File: config.mk
export PLATFORM = sky130hd
export DESIGN_NAME = ft64_pti_loader
export DESIGN_NICKNAME = d
export VERILOG_FILES = /design/src/rtl/ft64_pti_pkg.sv /design/src/rtl/ft64_pti_byteio.sv /design/src/rtl/ft64_pti_loader.sv
export SDC_FILE = /design/constraint.sdc
export NUM_CORES = 1
export LEC_CHECK = 0
export ABC_AREA = 1
export CAP_MARGIN = 10
export CORE_ASPECT_RATIO = 1.5
export CORE_MARGIN = 5
export CORE_UTILIZATION = 39
export DETAILED_ROUTE_END_ITERATION = 7
export GPL_ROUTABILITY_DRIVEN = 0
export PLACE_DENSITY = 0.6
export SYNTH_ARGS = -nofsm -noshare
export SYNTH_HDL_FRONTEND = slang
export SYNTH_SLANG_ARGS = --single-unit
File: constraint.sdc
create_clock -name clk_i -period 1.9 [get_ports clk_i]
set_input_delay 0.19 -clock clk_i [delete_from_list [all_inputs] [get_ports clk_i]]
set_output_delay 0.19 -clock clk_i [all_outputs]
set_load 0.005 [all_outputs]
File: src/rtl/ft64_pti_pkg.sv
// Shared definitions for the PTI host frame loader.
// Register map, command codes and state encodings.
package ft64_pti_pkg;

  localparam logic [3:0] REG_DATA = 4'd0;
  localparam logic [3:0] REG_CTL  = 4'd1;
  localparam logic [3:0] REG_SNAP = 4'd2;
  localparam logic [3:0] REG_RXST = 4'd3;
  localparam logic [3:0] REG_TXST = 4'd5;
  localparam logic [3:0] REG_POP  = 4'd6;

  localparam logic [7:0] CMD_W = 8'h57;
  localparam logic [7:0] CMD_R = 8'h52;

  typedef enum logic [3:0] {
    S_INIT_CTL,
    S_INIT_WAIT,
    S_IDLE,
    S_CMD,
    S_HDR,
    S_WGET,
    S_MWR,
    S_MRD,
    S_RPUT,
    S_RESP
  } state_e;

  typedef enum logic [2:0] {
    B_IDLE,
    B_CTL,
    B_SNAP,
    B_STAT,
    B_POP,
    B_DATA,
    B_PUT
  } bstate_e;

  function automatic logic [3:0] lane_sel(input logic [1:0] a);
    return 4'b0001 << a;
  endfunction

endpackage

File: src/rtl/ft64_pti_byteio.sv
// PTI register-port master: FIFO reset, byte get and byte put.
// done_o is combinational on the final ack so the caller can react at once.
module ft64_pti_byteio
  import ft64_pti_pkg::*;
(
  input  logic       clk_i,
  input  logic       rst_i,
  input  logic       ctl_req_i,
  input  logic       get_req_i,
  input  logic       put_req_i,
  input  logic [7:0] put_dat_i,
  output logic       done_o,
  output logic [7:0] get_dat_o,
  output logic       pti_cyc_o,
  output logic       pti_stb_o,
  output logic       pti_we_o,
  output logic [3:0] pti_adr_o,
  output logic [7:0] pti_dat_o,
  input  logic       pti_ack_i,
  input  logic [7:0] pti_dat_i
);

  bstate_e    st_q;
  logic       cyc_q;
  logic       we_q;
  logic       put_q;
  logic [3:0] adr_q;
  logic [7:0] wdat_q;
  logic [7:0] pdat_q;
  logic       ack;

  assign ack       = cyc_q & pti_ack_i;
  assign pti_cyc_o = cyc_q;
  assign pti_stb_o = cyc_q;
  assign pti_we_o  = we_q;
  assign pti_adr_o = adr_q;
  assign pti_dat_o = wdat_q;
  assign get_dat_o = pti_dat_i;
  assign done_o    = ack & ((st_q == B_CTL) |
                            (st_q == B_DATA) |
                            (st_q == B_PUT));

  // Each access state issues once while cyc is low, then leaves on ack,
  // which guarantees one idle cycle between PTI accesses.
  always_ff @(posedge clk_i) begin
    if (rst_i) begin
      st_q   <= B_IDLE;
      cyc_q  <= 1'b0;
      we_q   <= 1'b0;
      put_q  <= 1'b0;
      adr_q  <= '0;
      wdat_q <= '0;
      pdat_q <= '0;
    end else begin
      if (ack) cyc_q <= 1'b0;
      unique case (st_q)
        B_IDLE: begin
          if (ctl_req_i) begin
            st_q <= B_CTL;
          end else if (get_req_i) begin
            st_q  <= B_SNAP;
            put_q <= 1'b0;
          end else if (put_req_i) begin
            st_q   <= B_SNAP;
            put_q  <= 1'b1;
            pdat_q <= put_dat_i;
          end
        end
        B_CTL: begin
          if (!cyc_q) begin
            cyc_q  <= 1'b1;
            we_q   <= 1'b1;
            adr_q  <= REG_CTL;
            wdat_q <= 8'h00;
          end else if (pti_ack_i) begin
            st_q <= B_IDLE;
          end
        end
        B_SNAP: begin
          if (!cyc_q) begin
            cyc_q  <= 1'b1;
            we_q   <= 1'b1;
            adr_q  <= REG_SNAP;
            wdat_q <= 8'h00;
          end else if (pti_ack_i) begin
            st_q <= B_STAT;
          end
        end
        B_STAT: begin
          if (!cyc_q) begin
            cyc_q <= 1'b1;
            we_q  <= 1'b0;
            adr_q <= put_q ? REG_TXST : REG_RXST;
          end else if (pti_ack_i) begin
            if (pti_dat_i[7]) st_q <= B_SNAP;
            else if (put_q)   st_q <= B_PUT;
            else              st_q <= B_POP;
          end
        end
        B_POP: begin
          if (!cyc_q) begin
            cyc_q  <= 1'b1;
            we_q   <= 1'b1;
            adr_q  <= REG_POP;
            wdat_q <= 8'h00;
          end else if (pti_ack_i) begin
            st_q <= B_DATA;
          end
        end
        B_DATA: begin
          if (!cyc_q) begin
            cyc_q <= 1'b1;
            we_q  <= 1'b0;
            adr_q <= REG_DATA;
          end else if (pti_ack_i) begin
            st_q <= B_IDLE;
          end
        end
        B_PUT: begin
          if (!cyc_q) begin
            cyc_q  <= 1'b1;
            we_q   <= 1'b1;
            adr_q  <= REG_DATA;
            wdat_q <= pdat_q;
          end else if (pti_ack_i) begin
            st_q <= B_IDLE;
          end
        end
        default: st_q <= B_IDLE;
      endcase
    end
  end

endmodule

File: src/rtl/ft64_pti_loader.sv
// Host frame engine: parses W/R frames from the PTI and drives
// byte writes/reads on the 32-bit memory master, answering ACK/NAK.
module ft64_pti_loader
  import ft64_pti_pkg::*;
#(
  parameter int unsigned INIT_WAIT = 16,
  parameter logic [7:0]  ACK_BYTE  = 8'h06,
  parameter logic [7:0]  NAK_BYTE  = 8'h15
) (
  input  logic        clk_i,
  input  logic        rst_i,
  input  logic        en_i,
  output logic        busy_o,
  output logic        nak_o,
  output logic        pti_cs_o,
  output logic        pti_cyc_o,
  output logic        pti_stb_o,
  output logic        pti_we_o,
  output logic [3:0]  pti_adr_o,
  output logic [7:0]  pti_dat_o,
  input  logic        pti_ack_i,
  input  logic [7:0]  pti_dat_i,
  output logic        m_cyc_o,
  output logic        m_stb_o,
  output logic        m_we_o,
  output logic [3:0]  m_sel_o,
  output logic [31:0] m_adr_o,
  output logic [31:0] m_dat_o,
  input  logic        m_ack_i,
  input  logic [31:0] m_dat_i
);

  localparam logic [15:0] WAIT_LAST = 16'(INIT_WAIT - 1);

  state_e      st_q;
  logic [15:0] wcnt_q;
  logic [7:0]  cmd_q;
  logic [7:0]  rbyte_q;
  logic [31:0] adr_q;
  logic [15:0] len_q;
  logic [2:0]  hcnt_q;
  logic        nakf_q;
  logic        busy_q;
  logic        nak_q;
  logic        m_cyc_q;
  logic        m_we_q;
  logic [3:0]  m_sel_q;
  logic [31:0] m_adr_q;
  logic [31:0] m_dat_q;

  logic        ctl_req;
  logic        get_req;
  logic        put_req;
  logic [7:0]  put_dat;
  logic        bio_done;
  logic [7:0]  bio_dat;
  logic        pti_cyc;
  logic        m_ack;
  logic [7:0]  lane_byte;

  assign ctl_req = (st_q == S_INIT_CTL);
  assign get_req = (st_q == S_CMD) | (st_q == S_HDR) | (st_q == S_WGET);
  assign put_req = (st_q == S_RPUT) | (st_q == S_RESP);
  assign put_dat = (st_q == S_RPUT) ? rbyte_q :
                   (nakf_q ? NAK_BYTE : ACK_BYTE);

  assign m_ack     = m_cyc_q & m_ack_i;
  assign lane_byte = m_dat_i[{m_adr_q[1:0], 3'b000} +: 8];

  assign busy_o    = busy_q;
  assign nak_o     = nak_q;
  assign pti_cs_o  = pti_cyc;
  assign pti_cyc_o = pti_cyc;
  assign m_cyc_o   = m_cyc_q;
  assign m_stb_o   = m_cyc_q;
  assign m_we_o    = m_we_q;
  assign m_sel_o   = m_sel_q;
  assign m_adr_o   = m_adr_q;
  assign m_dat_o   = m_dat_q;

  ft64_pti_byteio u_bio (
    .clk_i     (clk_i),
    .rst_i     (rst_i),
    .ctl_req_i (ctl_req),
    .get_req_i (get_req),
    .put_req_i (put_req),
    .put_dat_i (put_dat),
    .done_o    (bio_done),
    .get_dat_o (bio_dat),
    .pti_cyc_o (pti_cyc),
    .pti_stb_o (pti_stb_o),
    .pti_we_o  (pti_we_o),
    .pti_adr_o (pti_adr_o),
    .pti_dat_o (pti_dat_o),
    .pti_ack_i (pti_ack_i),
    .pti_dat_i (pti_dat_i)
  );

  always_ff @(posedge clk_i) begin
    if (rst_i) begin
      st_q    <= S_INIT_CTL;
      wcnt_q  <= '0;
      cmd_q   <= '0;
      rbyte_q <= '0;
      adr_q   <= '0;
      len_q   <= '0;
      hcnt_q  <= '0;
      nakf_q  <= 1'b0;
      busy_q  <= 1'b0;
      nak_q   <= 1'b0;
      m_cyc_q <= 1'b0;
      m_we_q  <= 1'b0;
      m_sel_q <= '0;
      m_adr_q <= '0;
      m_dat_q <= '0;
    end else begin
      nak_q <= 1'b0;
      if (m_ack) m_cyc_q <= 1'b0;
      unique case (st_q)
        S_INIT_CTL: begin
          if (bio_done) begin
            st_q   <= S_INIT_WAIT;
            wcnt_q <= '0;
          end
        end
        S_INIT_WAIT: begin
          if (wcnt_q == WAIT_LAST) st_q <= S_IDLE;
          else wcnt_q <= wcnt_q + 16'd1;
        end
        S_IDLE: begin
          nakf_q <= 1'b0;
          if (en_i) st_q <= S_CMD;
        end
        S_CMD: begin
          if (bio_done) begin
            busy_q <= 1'b1;
            cmd_q  <= bio_dat;
            hcnt_q <= '0;
            if (bio_dat == CMD_W || bio_dat == CMD_R) begin
              st_q <= S_HDR;
            end else begin
              nakf_q <= 1'b1;
              st_q   <= S_RESP;
            end
          end
        end
        S_HDR: begin
          if (bio_done) begin
            hcnt_q <= hcnt_q + 3'd1;
            if (!hcnt_q[2]) begin
              adr_q[{hcnt_q[1:0], 3'b000} +: 8] <= bio_dat;
            end else if (hcnt_q == 3'd4) begin
              len_q[7:0] <= bio_dat;
            end else begin
              len_q[15:8] <= bio_dat;
              if ({bio_dat, len_q[7:0]} == 16'd0) begin
                st_q <= S_RESP;
              end else if (cmd_q == CMD_W) begin
                st_q <= S_WGET;
              end else begin
                st_q    <= S_MRD;
                m_cyc_q <= 1'b1;
                m_we_q  <= 1'b0;
                m_adr_q <= adr_q;
                m_sel_q <= lane_sel(adr_q[1:0]);
                m_dat_q <= '0;
              end
            end
          end
        end
        S_WGET: begin
          if (bio_done) begin
            st_q    <= S_MWR;
            m_cyc_q <= 1'b1;
            m_we_q  <= 1'b1;
            m_adr_q <= adr_q;
            m_sel_q <= lane_sel(adr_q[1:0]);
            m_dat_q <= {4{bio_dat}};
          end
        end
        S_MWR: begin
          if (m_ack) begin
            adr_q <= adr_q + 32'd1;
            len_q <= len_q - 16'd1;
            st_q  <= (len_q == 16'd1) ? S_RESP : S_WGET;
          end
        end
        S_MRD: begin
          if (m_ack) begin
            rbyte_q <= lane_byte;
            adr_q   <= adr_q + 32'd1;
            len_q   <= len_q - 16'd1;
            st_q    <= S_RPUT;
          end
        end
        S_RPUT: begin
          if (bio_done) begin
            if (len_q == 16'd0) begin
              st_q <= S_RESP;
            end else begin
              st_q    <= S_MRD;
              m_cyc_q <= 1'b1;
              m_we_q  <= 1'b0;
              m_adr_q <= adr_q;
              m_sel_q <= lane_sel(adr_q[1:0]);
              m_dat_q <= '0;
            end
          end
        end
        S_RESP: begin
          if (bio_done) begin
            busy_q <= 1'b0;
            nak_q  <= nakf_q;
            st_q   <= S_IDLE;
          end
        end
        default: st_q <= S_INIT_CTL;
      endcase
    end
  end

endmodule

# Word level (Yosys, flattened, before mapping)
# Index checks and enable logic that the tools add are counted.
# Widths: inputs -> output; s select.
# classes
addsub	5
eq_ne	59
n_shift	4
n_mux	120
bitwise	12
n_reduce_logical	40
# ops
operator	n
$mux 32	19
$pmux 32 s3	2
$mux 4	29
$mux 16	5
$pmux 16 s2	2
$pmux 32 s2	1
$ne 2x2->1 const B	29
$mux 3	15
$mux 8	5
$pmux 4 s10	1
$add 32x1->32 const B	1
$bwmux 32	1
$logic_not 16->1	2
$shift 8x7->32 const A	1
$shiftx 32x6->8	1
$shiftx 8x7->32	1
$mux 1	27
$eq 8x7->1 const B	3
$reduce_and 3->1	7
$pmux 4 s5	1
$reduce_and 9->1	2
$add 16x1->16 const B	1
$eq 16x1->1 const B	1
$eq 16x4->1 const B	1
other kinds (39)	82
# totals
register_bits	186
input_bits	45
elab_cells	263

# Depth between registers and ports, before layout
# Gate-level depths: netlist of run 1.
# logic_depth
ltp_word	8
depth_mapped	14

# By module
# From an unflattened synthesis of run 1, not the netlist that was laid out.
# unflattened
hier_cells	1523
area_unflattened_um2	9436.6
# by_module_without_submodules
module	n_inst	cells_each	area_per_inst_um2
ft64_pti_loader	1	1348	8205.4
ft64_pti_byteio	1	175	1231.2

# Least setup slack after synthesis of run 1
# No wires, ideal clock.
# synth_path
kind	reg2reg
start	reg hcnt_q[0]
end	reg m_adr_q[4] (netlist: m_adr_o[4])
setup_ns	0.111
arrival_time_ns	1.881
setup_slack_ns	-0.092
stages_incl_launch_ff	12
path_buffers	1
synth_period_minus_slack_ns	1.992
cell_sequence	dfxtp_1 > clkinv_1 > ha_1 > inv_1 > nand2_1 > nand3_1 > nand2_1 > nor2_4 > buf_2 > nand3_1 > nand2_1 > nor2_1
# synth_between
elab_chain_len	3
# synth_lines
item	line_no	text
start, declared	ft64_pti_loader.sv:41	logic [2:0] hcnt_q;
start signal, assigned	ft64_pti_loader.sv:149	hcnt_q <= hcnt_q + 3'd1;
$eq 3x3->1	ft64_pti_loader.sv:152	end else if (hcnt_q == 3'd4) begin
$ne 2x2->1 (no line)	n/a	
$reduce_and 9->1 (no line)	n/a	
end signal, assigned	ft64_pti_loader.sv:164	m_adr_q <= adr_q;
end signal, assigned	ft64_pti_loader.sv:176	m_adr_q <= adr_q;
end signal, assigned	ft64_pti_loader.sv:204	m_adr_q <= adr_q;
end, declared	ft64_pti_loader.sv:48	logic [31:0] m_adr_q;
# No other way between the ends.
# A chain may end at the register's enable or synchronous reset.

# Final worst setup path of run 1
# layout_path
start	reg st_q[2]
end	reg m_sel_q[1] (netlist: m_sel_o[1])
# layout_between
elab_chain_len	3
word_cells_on_any_way	14
# layout_lines
item	line_no	text
start, declared	ft64_pti_loader.sv:35	state_e st_q;
start signal, assigned	ft64_pti_loader.sv:185	st_q <= (len_q == 16'd1) ? S_RESP : S_WGET;
$eq 4x4->1 or $eq 4x3->1 (tied branches)	ft64_pti_loader.sv:119	unique case (st_q)
$ne 2x2->1 (no line) or $reduce_bool 3->1 (tied branches)	n/a	
$reduce_and 9->1 (no line)	n/a	
end signal, assigned	ft64_pti_loader.sv:165	m_sel_q <= lane_sel(adr_q[1:0]);
end signal, assigned	ft64_pti_loader.sv:177	m_sel_q <= lane_sel(adr_q[1:0]);
end signal, assigned	ft64_pti_loader.sv:205	m_sel_q <= lane_sel(adr_q[1:0]);
end, declared	ft64_pti_loader.sv:47	logic [3:0] m_sel_q;
# Several ways; a longest one is shown, not always the timed one.

==> metrics.yaml, run 1 <==
hold_path:
  hold_class: "input port to register"
  hold_depth: 4
  min-delay-start: "rst_i"
  min_to: "len_q[5]$_SDFFE_PP0P_"
cts:
  cts_inserted_buffers: 17
  cts_sinks: 161
  htreeDepth: 4
  clk_pin_slew_ns: 0.07
  cts_tree: "built"
  clk_latency_ns: 0.44
  clockBufferDepth: 2
  clockRootBuffer: "clkbuf_16"
  holdBufCountCts: 0
finish:
  nFillCells: 2461
  final_common_cell: "nand2_1"
  regArea_um2: 3220
  fin_area_um2: 12000
  final_cells: 2005
  final_cell_mix: "nand2_1 (394), nor2_1 (287), dfxtp_1 (160), nand3_1 (137), clkdlybuf4s50_1 (131)"
  syn2layout_area_growth_pct: 29.2
  finalNetCount: 1729
  multiInputGateArea_um2: 5170
  drive_gt1_frac: 0.103
  antenna_cells: 0
floorplanning:
  rows: 69
  fp.dieW_um: 136
  initial_core_util: 0.393
  ios: 134
  core_um2: 23600
  dieHeight_um: 199
  dieArea_um2: 27000
setup_path:
  worst_setup_path_end_kind: "register"
  regToRegStartpoint: "st_q[2]$_SDFFE_PP0P_"
  worstPathRequired_ns: 2.23
  slowest_delay_ns: 0.38
  worstSetupPathType: "register to register"
  start_kind: "register"
  regToRegSetupSlack_ns: 0.12
  worstPathArrival_ns: 2.11
  crit_fanout: 18
  worstReg2RegEnd: "m_sel_o[1]$_SDFFE_PP0P_"
  path_cells: "buf_4 -> nand2_2 -> nor2_4 -> nand3_1 -> nand2_1 -> nor2_4 -> buf_12 -> nand2_8 -> clkinv_8 -> nor2_1 -> nor2_1"
  slowest_stage: "dfxtp_1"
  reg2reg_depth: 11
grt:
  grt_overflow: 0
  grt_max_degree: 65
  grt_usage: 0.215
  grt_pass1_wl_um: 46700
  grt_pass1_vias: 9585
  antenna_found_initial: 0
routing:
  via_per_inst: 4.96
  ant_nets: 0
  avgRoutedWirePerCell_um: 14.6
  drt_drc_violations_left: 0
  dr.first_iter.drc_count: 624
  wl_um: 29300
  drt-pass1-iter-count: 5
  num_vias: 9946
timing:
  setup_viol: 0
  rsz0062_at_grt: "yes"
  slew_headroom: 0.571
  min_period_over_period: 0.936
  hold_viol_final: 0
  finalCriticalPeriod_ns: 1.78
  max_freq_mhz: 562
  fin_setup_tns_ns: 0
  hold_ws_ns: 0.168
  worst_pin_slew_ns: 0.643
  slew_violations: 0
  skew_ns: 0.0107
place:
  placed_area_um2: 11200
  port_buffers: 132
  post-place-cells: 1969
  hpwlAfterDp_um: 21900
yosys:
  async_flop_share: 0
  syn_avg_cell_area_um2: 6.12
  yosysWarnings: 0
  yosysTopAreaCell: "dfxtp_1"
  synth.area.top_cells: "dfxtp_1 (35%), nand2_1 (16%), nor2_1 (12%), nand3_1 (7.5%), a21oi_1 (5.7%)"
  postSynthNetCount: 1569
  synth_ff_type: "dfxtp_1"
  ys_ff_latch: 161
  synth_cells: 1513
  yosysSeqAreaShare: 0.348
  synth_top_area_share: 0.348
  syn_area_um2: 9270
  synth-edff-count: 0
  synth_cell_types: 34
status:
  status: "finished, final reports clean"
power:
  power_density_nw_per_um2: 684
  peakVddDrop_uv: 615
  power_leakage_nw: 4.98
run:
  drv_cap: 0
-- cells by family after synthesis --
family	Yosys count	share of synthesized area
other	1	0.000405
AOI/OAI and AO/OA	221	0.124
xor gates and xnor gates	12	0.0113
DFF	161	0.348
adders and majority gates	11	0.0149
and+or+nand+nor	894	0.398
buffers and inverters	213	0.103
-- worst max path at each step --
stage	start	end	depth (start not counted)
floorplan	hcnt_q[0]$_SDFFE_PP0P_	m_adr_o[4]$_SDFFE_PP0P_	11
global placement	pti_ack_i	m_sel_o[2]$_SDFFE_PP0P_	11
detailed placement	pti_ack_i	m_sel_o[1]$_SDFFE_PP0P_	11
CTS	hcnt_q[0]$_SDFFE_PP0P_	m_sel_o[1]$_SDFFE_PP0P_	11
global route	hcnt_q[0]$_SDFFE_PP0P_	adr_q[30]$_SDFFE_PP0P_	7
finish	st_q[2]$_SDFFE_PP0P_	m_sel_o[1]$_SDFFE_PP0P_	11
-- registers in the layout, indices dropped and copies added (netlist names), 3 cells and up --
| signal | flops |
|---|---|
| adr_q | 32 |
| m_adr_o | 32 |
| len_q | 16 |
| wcnt_q | 16 |
| cmd_q | 8 |
| m_dat_o | 8 |
| rbyte_q | 8 |
| u_bio.pdat_q | 8 |
| u_bio.pti_dat_o | 8 |
| m_sel_o | 4 |
| st_q | 4 |
| hcnt_q | 3 |
| u_bio.pti_adr_o | 3 |
| u_bio.st_q | 3 |
-- routing by layer --
metal / GRT usage / share of wire
met5: 0 / 0
met4: 0.0923 / 0.039
met2: 0.407 / 0.54
met1: 0.233 / 0.39
met3: 0.0362 / 0.036
-- metrics by stage --
| stage | utilization | setup slack [ns] | power [mW] |
|---|---|---|---|
| final | 0.508 | 0.121 | 8.18 |
| after global routing | 0.508 | -0.0669 | 8.54 |
| after CTS | 0.501 | 0.0308 | 8.27 |
| after detailed placement | 0.476 | -0.0936 | 4.68 |
| after global placement | 0.476 | -0.0722 | 4.68 |
| after floorplan | - | 0.00354 | 4.20 |
-- power breakdown --
group	switching (mW)	internal [mW]
logic	0.637	0.461
registers	0.0683	3.45
clock network	1.47	2.09
total	2.17	6.01
-- cell type report --
type	instances	share of cell area
clock inverter	14	0.0138
tap	319	0.0333
clock buffer	18	0.0367
timing repair inverter	1	0.000732
inverter	135	0.0435
multi-input combinational	1139	0.432
timing repair buffer	218	0.171
sequential	161	0.269
-- repair_timing --
item	in CTS	in global routing
resized for setup	1	29
buffers inserted	0	2
pin swaps	0	3
endpoints found under the setup margin	3	68
cloned	0	2
-- synth_stat cells (13+ instances only) --
library cell  number
buf_4             30
a21oi_1          105
nor2_1           294
nand3_1          138
buf_2             15
o21ai_0           96
inv_1            121
nand2_1          397
dfxtp_1          161
clkbuf_1          25
nand4_1           13
nor3_1            20
-- worst max-delay path: cells and delay by family (launching register included) --
kind	cells	cell delay (ns)
and+or+nand+nor	8	0.87
buffers and inverters	3	0.40
DFF	1	0.38
Note: power is estimated with default switching activity, not from simulation.
==> run 2: changes to the inputs <==
CAP_MARGIN = unset   (was 10)
==> results of run 2 <==
No change in the layout: final DEF, timing and power equal those of run 1.
